[config.mk]
export PLATFORM = sky130hd
export DESIGN_NAME = pipeline_hazard_ctrl_flat
export DESIGN_NICKNAME = d
export VERILOG_FILES = /design/src/rtl/pipeline_pkg.sv /design/src/rtl/pipeline_hazard_ctrl_if.sv /design/src/rtl/hazard_stage_tracker.sv /design/src/rtl/pipeline_hazard_ctrl.sv /design/src/flat_wrapper.sv
export SDC_FILE = /design/constraint.sdc
export NUM_CORES = 1
export LEC_CHECK = 0
export ABC_AREA = 1
export BUFFER_PORTS_ARGS = -buffer_cell sky130_fd_sc_hd__buf_2
export CAP_MARGIN = 20
export CORE_ASPECT_RATIO = 1.2
export CORE_MARGIN = 3
export CORE_UTILIZATION = 46
export CTS_CLUSTER_DIAMETER = 120
export DETAILED_ROUTE_END_ITERATION = 6
export PLACE_DENSITY = 0.78
export SYNTH_ARGS = -nofsm -noshare
export SYNTH_HDL_FRONTEND = slang
export SYNTH_SLANG_ARGS = --single-unit
[constraint.sdc]
create_clock -name clk -period 1.4 [get_ports clk]
set_input_delay 0.07 -clock clk [delete_from_list [all_inputs] [get_ports clk]]
set_output_delay 0.07 -clock clk [all_outputs]
set_load 0.005 [all_outputs]
[src/rtl/pipeline_pkg.sv]
// Shared pipeline definitions: default register-index width, the
// register-file forward select and the scoreboard stage record.
package pipeline_pkg;

  // Default register index width (32 architectural registers)
  localparam int REG_W_DEFAULT = 5;

  // Forward select value meaning "take the operand from the register file"
  localparam int FW_RF = 0;

  // One scoreboard entry; only stage 0 makes use of the source fields
  typedef struct packed {
    logic                     valid;
    logic                     wb_en;
    logic                     is_load;
    logic                     rs1_used;
    logic                     rs2_used;
    logic [REG_W_DEFAULT-1:0] rd;
    logic [REG_W_DEFAULT-1:0] rs1;
    logic [REG_W_DEFAULT-1:0] rs2;
  } stage_rec_t;

endpackage

[src/rtl/pipeline_hazard_ctrl_if.sv]
// Control bundle between the datapath stages and the hazard controller.
// The datapath is the master (drives decode/stage status), the controller
// is the slave (drives stall/flush/forward selects and counters).
interface pipeline_hazard_ctrl_if
  import pipeline_pkg::*;
#(
  parameter int REG_W = REG_W_DEFAULT,
  parameter int FW_W  = 2
);
  logic             i_issue_valid;
  logic [REG_W-1:0] i_rs1;
  logic [REG_W-1:0] i_rs2;
  logic             i_rs1_used;
  logic             i_rs2_used;
  logic [REG_W-1:0] i_rd;
  logic             i_wb_en;
  logic             i_is_load;
  logic             i_branch_taken;
  logic             i_mem_ready;
  logic             i_ext_stall;
  logic             i_ext_flush;
  logic             o_stall_f;
  logic             o_stall_d;
  logic             o_flush_f;
  logic             o_flush_d;
  logic             o_hold_back;
  logic [FW_W-1:0]  o_rs1_fw_sel;
  logic [FW_W-1:0]  o_rs2_fw_sel;
  logic [31:0]      o_stall_cnt;
  logic [31:0]      o_flush_cnt;
  logic [31:0]      o_freeze_cnt;

  modport master (
    output i_issue_valid, i_rs1, i_rs2, i_rs1_used, i_rs2_used, i_rd,
           i_wb_en, i_is_load, i_branch_taken, i_mem_ready, i_ext_stall,
           i_ext_flush,
    input  o_stall_f, o_stall_d, o_flush_f, o_flush_d, o_hold_back,
           o_rs1_fw_sel, o_rs2_fw_sel, o_stall_cnt, o_flush_cnt, o_freeze_cnt
  );

  modport slave (
    input  i_issue_valid, i_rs1, i_rs2, i_rs1_used, i_rs2_used, i_rd,
           i_wb_en, i_is_load, i_branch_taken, i_mem_ready, i_ext_stall,
           i_ext_flush,
    output o_stall_f, o_stall_d, o_flush_f, o_flush_d, o_hold_back,
           o_rs1_fw_sel, o_rs2_fw_sel, o_stall_cnt, o_flush_cnt, o_freeze_cnt
  );
endinterface

[src/rtl/hazard_stage_tracker.sv]
// DEPTH-entry shift register of in-flight instruction records.
// Stage 0 is E; each advance moves stage k into k+1 and the last retires.
// hold freezes every entry; bubble loads an invalid record into stage 0.
module hazard_stage_tracker
  import pipeline_pkg::*;
#(
  parameter int  DEPTH = 3,
  parameter type rec_t = stage_rec_t
) (
  input  logic                  clk,
  input  logic                  rst,
  input  logic                  hold,
  input  logic                  bubble,
  input  rec_t                  in_rec,
  output rec_t [DEPTH-1:0]      stage_q
);

  rec_t [DEPTH-1:0] stage_r;

  // Shift records down the pipe unless the memory freeze holds everything
  always_ff @(posedge clk) begin
    if (rst) begin
      stage_r <= '0;
    end else if (hold) begin
      stage_r <= stage_r;
    end else begin
      stage_r[0] <= bubble ? '0 : in_rec;
      for (int k = 1; k < DEPTH; k++) begin
        stage_r[k] <= stage_r[k-1];
      end
    end
  end

  assign stage_q = stage_r;

endmodule

[src/rtl/pipeline_hazard_ctrl.sv]
// Central stall / flush / forwarding control for the five-stage core.
// A scoreboard of in-flight writes (hazard_stage_tracker) feeds producer
// matching, load-use detection and the event priority resolved here.
// Optional macro PIPELINE_HAZARD_CTRL_PERF_EN implements the three
// performance counters; without it the counter ports are tied to zero.
module pipeline_hazard_ctrl
  import pipeline_pkg::*;
#(
  parameter int REG_W    = REG_W_DEFAULT,
  parameter int DEPTH    = 3,
  parameter int LOAD_LAT = 1,
  parameter int FW_W     = $clog2(DEPTH)
) (
  input logic                   clk,
  input logic                   rst,
  pipeline_hazard_ctrl_if.slave bus
);

  typedef struct packed {
    logic             valid;
    logic             wb_en;
    logic             is_load;
    logic             rs1_used;
    logic             rs2_used;
    logic [REG_W-1:0] rd;
    logic [REG_W-1:0] rs1;
    logic [REG_W-1:0] rs2;
  } rec_t;

  // Stages that may still hold a load too young to forward from
  localparam int HZ_N = (LOAD_LAT < DEPTH) ? LOAD_LAT : DEPTH;

  rec_t             dec_rec_s;
  rec_t [DEPTH-1:0] stage_s;
  logic             hazard_s;
  logic             freeze_s;
  logic             redirect_s;
  logic             stall_req_s;
  logic             bubble_s;
  logic [FW_W-1:0]  rs1_sel_s;
  logic [FW_W-1:0]  rs2_sel_s;
  logic             stall_f_s;
  logic             stall_d_s;
  logic             flush_f_s;
  logic             flush_d_s;
  logic             hold_back_s;
  logic             unused_fields_s;

  function automatic logic is_producer(input rec_t rec, input logic [REG_W-1:0] idx);
    return rec.valid && rec.wb_en && (rec.rd == idx) && (idx != {REG_W{1'b0}});
  endfunction

  // Pack the decode-stage instruction into a scoreboard record
  always_comb begin
    dec_rec_s          = '0;
    dec_rec_s.valid    = bus.i_issue_valid;
    dec_rec_s.wb_en    = bus.i_wb_en;
    dec_rec_s.is_load  = bus.i_is_load;
    dec_rec_s.rs1_used = bus.i_rs1_used;
    dec_rec_s.rs2_used = bus.i_rs2_used;
    dec_rec_s.rd       = bus.i_rd;
    dec_rec_s.rs1      = bus.i_rs1;
    dec_rec_s.rs2      = bus.i_rs2;
  end

  // Load-use: a decode source depends on a load whose data is not yet forwardable
  always_comb begin
    hazard_s = 1'b0;
    for (int k = 0; k < HZ_N; k++) begin
      hazard_s = hazard_s | (stage_s[k].is_load &&
                 ((bus.i_rs1_used && is_producer(stage_s[k], bus.i_rs1)) ||
                  (bus.i_rs2_used && is_producer(stage_s[k], bus.i_rs2))));
    end
    hazard_s = hazard_s & bus.i_issue_valid;
  end

  // Forward selects: scan oldest to youngest so the nearest producer wins
  always_comb begin
    rs1_sel_s = FW_W'(FW_RF);
    rs2_sel_s = FW_W'(FW_RF);
    for (int k = DEPTH - 1; k >= 1; k--) begin
      if (stage_s[0].valid && stage_s[0].rs1_used &&
          is_producer(stage_s[k], stage_s[0].rs1)) begin
        rs1_sel_s = FW_W'(k);
      end else begin
        rs1_sel_s = rs1_sel_s;
      end
      if (stage_s[0].valid && stage_s[0].rs2_used &&
          is_producer(stage_s[k], stage_s[0].rs2)) begin
        rs2_sel_s = FW_W'(k);
      end else begin
        rs2_sel_s = rs2_sel_s;
      end
    end
  end

  assign freeze_s    = ~bus.i_mem_ready;
  assign redirect_s  = bus.i_branch_taken | bus.i_ext_flush;
  assign stall_req_s = hazard_s | bus.i_ext_stall;
  assign bubble_s    = ~bus.i_issue_valid | redirect_s | stall_req_s;

  // Event priority: freeze masks all, then branch/flush, then stall
  always_comb begin
    stall_f_s   = 1'b0;
    stall_d_s   = 1'b0;
    flush_f_s   = 1'b0;
    flush_d_s   = 1'b0;
    hold_back_s = 1'b0;
    if (rst) begin
      hold_back_s = 1'b0;
    end else if (freeze_s) begin
      stall_f_s   = 1'b1;
      stall_d_s   = 1'b1;
      hold_back_s = 1'b1;
    end else if (redirect_s) begin
      flush_f_s = 1'b1;
      flush_d_s = 1'b1;
    end else if (stall_req_s) begin
      stall_f_s = 1'b1;
      stall_d_s = 1'b1;
      flush_d_s = 1'b1;
    end else begin
      hold_back_s = 1'b0;
    end
  end

  hazard_stage_tracker #(
    .DEPTH (DEPTH),
    .rec_t (rec_t)
  ) u_tracker (
    .clk     (clk),
    .rst     (rst),
    .hold    (freeze_s),
    .bubble  (bubble_s),
    .in_rec  (dec_rec_s),
    .stage_q (stage_s)
  );

  // Source fields of later stages and young-stage load flags are carried but not inspected
  assign unused_fields_s = ^stage_s;

  assign bus.o_stall_f    = stall_f_s;
  assign bus.o_stall_d    = stall_d_s;
  assign bus.o_flush_f    = flush_f_s;
  assign bus.o_flush_d    = flush_d_s;
  assign bus.o_hold_back  = hold_back_s;
  assign bus.o_rs1_fw_sel = rst ? FW_W'(FW_RF) : rs1_sel_s;
  assign bus.o_rs2_fw_sel = rst ? FW_W'(FW_RF) : rs2_sel_s;

`ifdef PIPELINE_HAZARD_CTRL_PERF_EN
  logic [31:0] stall_cnt_r;
  logic [31:0] flush_cnt_r;
  logic [31:0] freeze_cnt_r;

  // Count the one event class acted on this cycle (wraps at 2^32)
  always_ff @(posedge clk) begin
    if (rst) begin
      stall_cnt_r  <= 32'd0;
      flush_cnt_r  <= 32'd0;
      freeze_cnt_r <= 32'd0;
    end else if (freeze_s) begin
      freeze_cnt_r <= freeze_cnt_r + 32'd1;
    end else if (redirect_s) begin
      flush_cnt_r <= flush_cnt_r + 32'd1;
    end else if (stall_req_s) begin
      stall_cnt_r <= stall_cnt_r + 32'd1;
    end else begin
      stall_cnt_r <= stall_cnt_r;
    end
  end

  assign bus.o_stall_cnt  = stall_cnt_r;
  assign bus.o_flush_cnt  = flush_cnt_r;
  assign bus.o_freeze_cnt = freeze_cnt_r;
`else
  assign bus.o_stall_cnt  = 32'd0;
  assign bus.o_flush_cnt  = 32'd0;
  assign bus.o_freeze_cnt = 32'd0;
`endif

endmodule

[src/flat_wrapper.sv]
// flat-port wrapper written by rule: the top's interface ports become plain ports
module pipeline_hazard_ctrl_flat import pipeline_pkg::*;
#(
  parameter int REG_W    = REG_W_DEFAULT,
  parameter int DEPTH    = 3,
  parameter int LOAD_LAT = 1,
  parameter int FW_W     = $clog2(DEPTH)
)
  (clk, rst, bus_i_issue_valid, bus_i_rs1, bus_i_rs2, bus_i_rs1_used, bus_i_rs2_used, bus_i_rd, bus_i_wb_en, bus_i_is_load, bus_i_branch_taken, bus_i_mem_ready, bus_i_ext_stall, bus_i_ext_flush, bus_o_stall_f, bus_o_stall_d, bus_o_flush_f, bus_o_flush_d, bus_o_hold_back, bus_o_rs1_fw_sel, bus_o_rs2_fw_sel, bus_o_stall_cnt, bus_o_flush_cnt, bus_o_freeze_cnt);
  pipeline_hazard_ctrl_if #(.REG_W(REG_W), .FW_W(FW_W)) bus_i ();
  input logic clk;
  input logic rst;
  input wire logic [$bits(bus_i.i_issue_valid)-1:0] bus_i_issue_valid;
  input wire logic [$bits(bus_i.i_rs1)-1:0] bus_i_rs1;
  input wire logic [$bits(bus_i.i_rs2)-1:0] bus_i_rs2;
  input wire logic [$bits(bus_i.i_rs1_used)-1:0] bus_i_rs1_used;
  input wire logic [$bits(bus_i.i_rs2_used)-1:0] bus_i_rs2_used;
  input wire logic [$bits(bus_i.i_rd)-1:0] bus_i_rd;
  input wire logic [$bits(bus_i.i_wb_en)-1:0] bus_i_wb_en;
  input wire logic [$bits(bus_i.i_is_load)-1:0] bus_i_is_load;
  input wire logic [$bits(bus_i.i_branch_taken)-1:0] bus_i_branch_taken;
  input wire logic [$bits(bus_i.i_mem_ready)-1:0] bus_i_mem_ready;
  input wire logic [$bits(bus_i.i_ext_stall)-1:0] bus_i_ext_stall;
  input wire logic [$bits(bus_i.i_ext_flush)-1:0] bus_i_ext_flush;
  output wire logic [$bits(bus_i.o_stall_f)-1:0] bus_o_stall_f;
  output wire logic [$bits(bus_i.o_stall_d)-1:0] bus_o_stall_d;
  output wire logic [$bits(bus_i.o_flush_f)-1:0] bus_o_flush_f;
  output wire logic [$bits(bus_i.o_flush_d)-1:0] bus_o_flush_d;
  output wire logic [$bits(bus_i.o_hold_back)-1:0] bus_o_hold_back;
  output wire logic [$bits(bus_i.o_rs1_fw_sel)-1:0] bus_o_rs1_fw_sel;
  output wire logic [$bits(bus_i.o_rs2_fw_sel)-1:0] bus_o_rs2_fw_sel;
  output wire logic [$bits(bus_i.o_stall_cnt)-1:0] bus_o_stall_cnt;
  output wire logic [$bits(bus_i.o_flush_cnt)-1:0] bus_o_flush_cnt;
  output wire logic [$bits(bus_i.o_freeze_cnt)-1:0] bus_o_freeze_cnt;
  assign bus_i.i_issue_valid = bus_i_issue_valid;
  assign bus_i.i_rs1 = bus_i_rs1;
  assign bus_i.i_rs2 = bus_i_rs2;
  assign bus_i.i_rs1_used = bus_i_rs1_used;
  assign bus_i.i_rs2_used = bus_i_rs2_used;
  assign bus_i.i_rd = bus_i_rd;
  assign bus_i.i_wb_en = bus_i_wb_en;
  assign bus_i.i_is_load = bus_i_is_load;
  assign bus_i.i_branch_taken = bus_i_branch_taken;
  assign bus_i.i_mem_ready = bus_i_mem_ready;
  assign bus_i.i_ext_stall = bus_i_ext_stall;
  assign bus_i.i_ext_flush = bus_i_ext_flush;
  assign bus_o_stall_f = bus_i.o_stall_f;
  assign bus_o_stall_d = bus_i.o_stall_d;
  assign bus_o_flush_f = bus_i.o_flush_f;
  assign bus_o_flush_d = bus_i.o_flush_d;
  assign bus_o_hold_back = bus_i.o_hold_back;
  assign bus_o_rs1_fw_sel = bus_i.o_rs1_fw_sel;
  assign bus_o_rs2_fw_sel = bus_i.o_rs2_fw_sel;
  assign bus_o_stall_cnt = bus_i.o_stall_cnt;
  assign bus_o_flush_cnt = bus_i.o_flush_cnt;
  assign bus_o_freeze_cnt = bus_i.o_freeze_cnt;
  pipeline_hazard_ctrl #(.REG_W(REG_W), .DEPTH(DEPTH), .LOAD_LAT(LOAD_LAT), .FW_W(FW_W)) u_core (.clk(clk), .rst(rst), .bus(bus_i));
endmodule
==> out/summary.md <==
## Worst setup path
* **number of cell instances on the worst register-to-register path** 9
* **Crit Path Category** register to output pin
* **Crit path required time** 1.33 ns
* **endpoint kind of the worst setup timing path** output pin
* **CP Capture Point** bus_o_stall_d
* **crit-path leading delay family** simple AND/OR/NAND/NOR gates
* **Crit path buffers/inverters** 1
* **crit path cell chain** nand3_1, nor2_1, nand4_1, nand2_1, nand2_2, nand2_2, nand2_1, nand2_1, buf_2
* **critical register-to-register path endpoint** u_core.u_tracker.stage_q[3]
* **setup slack on the worst flop-to-flop path** -0.07 ns
* **Critical Path Stages** 9
* **cell type with the highest occurrence count on the critical path** nand2_1
* **longest individual stage delay on the worst path** 0.37 ns
* **critical path startpoint** u_core.u_tracker.stage_q[19]
* **critical-path cell with the highest stage delay** dfxtp_2
* **highest net fanout along the worst path** 5
* **kind of start point of the critical path** register
* **RR Startpoint** u_core.u_tracker.stage_q[19]
* **worst endpoint data arrival time** 1.53 ns

## Clock tree
* **number of sinks on the clock net** 34
* **clock-pin slew on the worst setup and hold paths** 0.06 ns
* **H-tree depth** 2
* **total CTS buffers** 5
* **maximum clock insertion buffer count** 2
* **clock latency reported for the late side of the worst-skew pair** 0.28 ns
* **hold bufs inserted after CTS** 0
* **clock tree from TritonCTS** built
* **Clock Root Buffer** clkbuf_8

## Timing
* **final hold violation count** 0
* **final number of max-transition violations** 0
* **final setup violation count** 27
* **RSZ-0062 raised after global routing** true
* **Final WS setup** -0.201 ns
* **Max Clock Freq** 0.624 GHz
* **final period utilization** 114%
* **clock tree skew after final layout** 0.00331 ns
* **post-layout minimum cycle time** 1.60 ns

## Logic synthesis
* **Yosys Warn Count** 0
* **Most used DFF post-synth** dfxtp_1
* **cell area after synthesis** 2560 sq um
* **sequential fraction of the synthesis area** 26.6%
* **number of instances in the synthesized netlist** 373
* **Async SR Flop Fraction** 0%
* **number of enable flip-flop cells after synthesis** 0
* **top post-synthesis cells by area** buf_4 (28%), dfxtp_1 (27%), nand2_1 (13%)
* **Distinct cells, synth** 29
* **largest area contributor in the synthesized netlist** buf_4
* **average cell area after synthesis** 6.86 sq um
* **Synth Register Bits** 34
* **area share of the leading cell type in the synthesized netlist** 28.5%

## Routing
* **routed length per placed instance** 11.7 um
* **DRC violations left** 0
* **Routed Antenna Nets** 0
* **total iterations of the first detailed-routing run** 4
* **number of vias in the routed layout** 2203
* **overall routed net length** 5630 um
* **vias per cell** 4.60
* **First DRT Iteration DRCs** 102

## Hold path
* **Worst Hold Path Cells** 3
* **kind of path behind the tightest hold check** input pin to register

## Floorplanning
* **top-level I/O count** 131
* **area of the die** 6490 sq um
* **row cnt** 29
* **horizontal die dimension** 74.1 um
* **die height** 87.7 um
* **Initial Util** 47.9%
* **Core Area** 5330 sq um

## Pwr
* **internal power** 0.00137 W
* **total net switching power** 0.000516 W
* **standby leakage power** 1.42 nW
* **combinational share of power** 13.1%
* **Final Total Pwr** 0.00188 W
* **register share of total power** 51.5%
* **Clk network pwr share** 35.4%
* **Max VDD drop** 0.563 mV
* **Switching Fraction** 27.4%
* **Power Dens Cells** 686 nW/um^2

## Layout
* **top library cells by usage in the layout, fill and taps aside** conb_1 (96), nand2_1 (85), buf_2 (34)
* **area taken by flip-flops and latches** 729 sq um
* **number of cells in the finished layout apart from fillers** 479
* **Largest register FFs** 34
* **Finished Core Util** 51.5%
* **most common library cell in the layout ignoring fill and taps** conb_1
* **Antenna Diode Count** 0
* **NumNets Final** 443
* **Layout fillers** 554
* **area overhead of the layout relative to synthesis** 7.34%
* **area used by multi-input combinational logic** 1390 sq um
* **fraction of layout instances using a drive strength above 1** 28.3%

## Global routing
* **overall fraction of global-route tracks in use** 16.4%
* **initial antenna violation count** 0
* **via count of the first global-routing pass** 1849
* **first-pass GRT wire length** 8300 um
* **GR Overflow Total** 0
* **pin count of the biggest net entering global routing** 23

## Placement
* **placement-stage worst setup slack** 0.0601 ns
* **post-DP HPWL** 4150 um
* **Routability Congestion** 0.975
* **count of placed standard cells including taps** 463
* **Port-buffer cells** 34

## Flow run
* **Maximum Capacitance Violations** 0

## Status
* **status** finished, violations left
* **violated checks** negative setup slack

## worst min-delay path: stages
cell and delay (ns):
buf_2 0.08, nand4_1 0.08, nand2_1 0.05
## cell usage after synthesis, types with 2 or more instances
cell      count
buf_2         5
buf_4        97
buf_6         3
clkbuf_1      2
dfxtp_1      34
inv_1        37
inv_2         6
nand2_1      90
nand2_2       2
nand3_1       5
nand4_1      23
nor2_1       20
nor3_1        7
nor4_1        2
o211ai_1      2
o21ai_0       4
o22ai_1      14
or2_2         2
xnor2_1       6
xor2_1        3
## cell type report
cell class / instances / share of cell area [%]
Multi-Input combinational cell: 284 / 50.7
Clock buffer: 5 / 2.51
Sequential cell: 34 / 26.6
Timing Repair Buffer: 49 / 11.0
Clock inverter: 2 / 0.365
Inverter: 43 / 5.97
Tap cell: 62 / 2.83
## metrics by stage
stage | TNS (ns) | instance area (sq um) | hold WS (ns)
after floorplan | 0 | 2910 | 0.175
after global placement | 0 | 2420 | 0.311
after detailed placement | 0 | 2420 | 0.317
after CTS | -0.605 | 2630 | 0.0247
after global routing | -3.92 | 2750 | 0.0404
final | -1.86 | 2750 | 0.0282
## routing by layer
layer,GRT usage (%),vias to the layer above,part of all wire [%]
met3,3.33,13,7.9
met1,20.3,1007,40
li1,-,1084,-
met5,0,-,0
met4,6.10,0,2.4
met2,27.7,99,49
## power by group through the flow
stage	Sequential (W)	Combinational, W	Clock, W
2_1_floorplan	0.00100	0.000342	0
3_5_place_dp	0.00100	0.000223	0
3_3_place_gp	0.00100	0.000222	0
5_1_grt	0.000969	0.000286	0.000737
6_report	0.000969	0.000247	0.000668
4_1_cts	0.000975	0.000228	0.000684
## worst min-delay path by stage
stage | startpoint | to | slack [ns]
2_1_floorplan | rst | bus_o_rs1_fw_sel[0] | 0.18
3_3_place_gp | bus_i_rd[3] | u_core.u_tracker.stage_q[13] | 0.31
3_5_place_dp | bus_i_rd[0] | u_core.u_tracker.stage_q[10] | 0.32
4_1_cts | bus_i_rd[0] | u_core.u_tracker.stage_q[10] | 0.02
5_1_grt | bus_i_rd[0] | u_core.u_tracker.stage_q[10] | 0.04
6_report | bus_i_rd[4] | u_core.u_tracker.stage_q[14] | 0.03
## repair_timing
action                     CTS  global route
buffers inserted             7             2
pin swaps                   11            22
gates resized for setup     41            26
setup endpoints to repair    7            27
## cells by family after synthesis
group	synth area share, %
other	0.147
AOI/OAI and AO/OA	6.51
DFF	26.6
buffers and inverters	37.4
xor gates and xnor gates	3.08
and+or+nand+nor	26.3
Power figures use the tool's default switching activity.
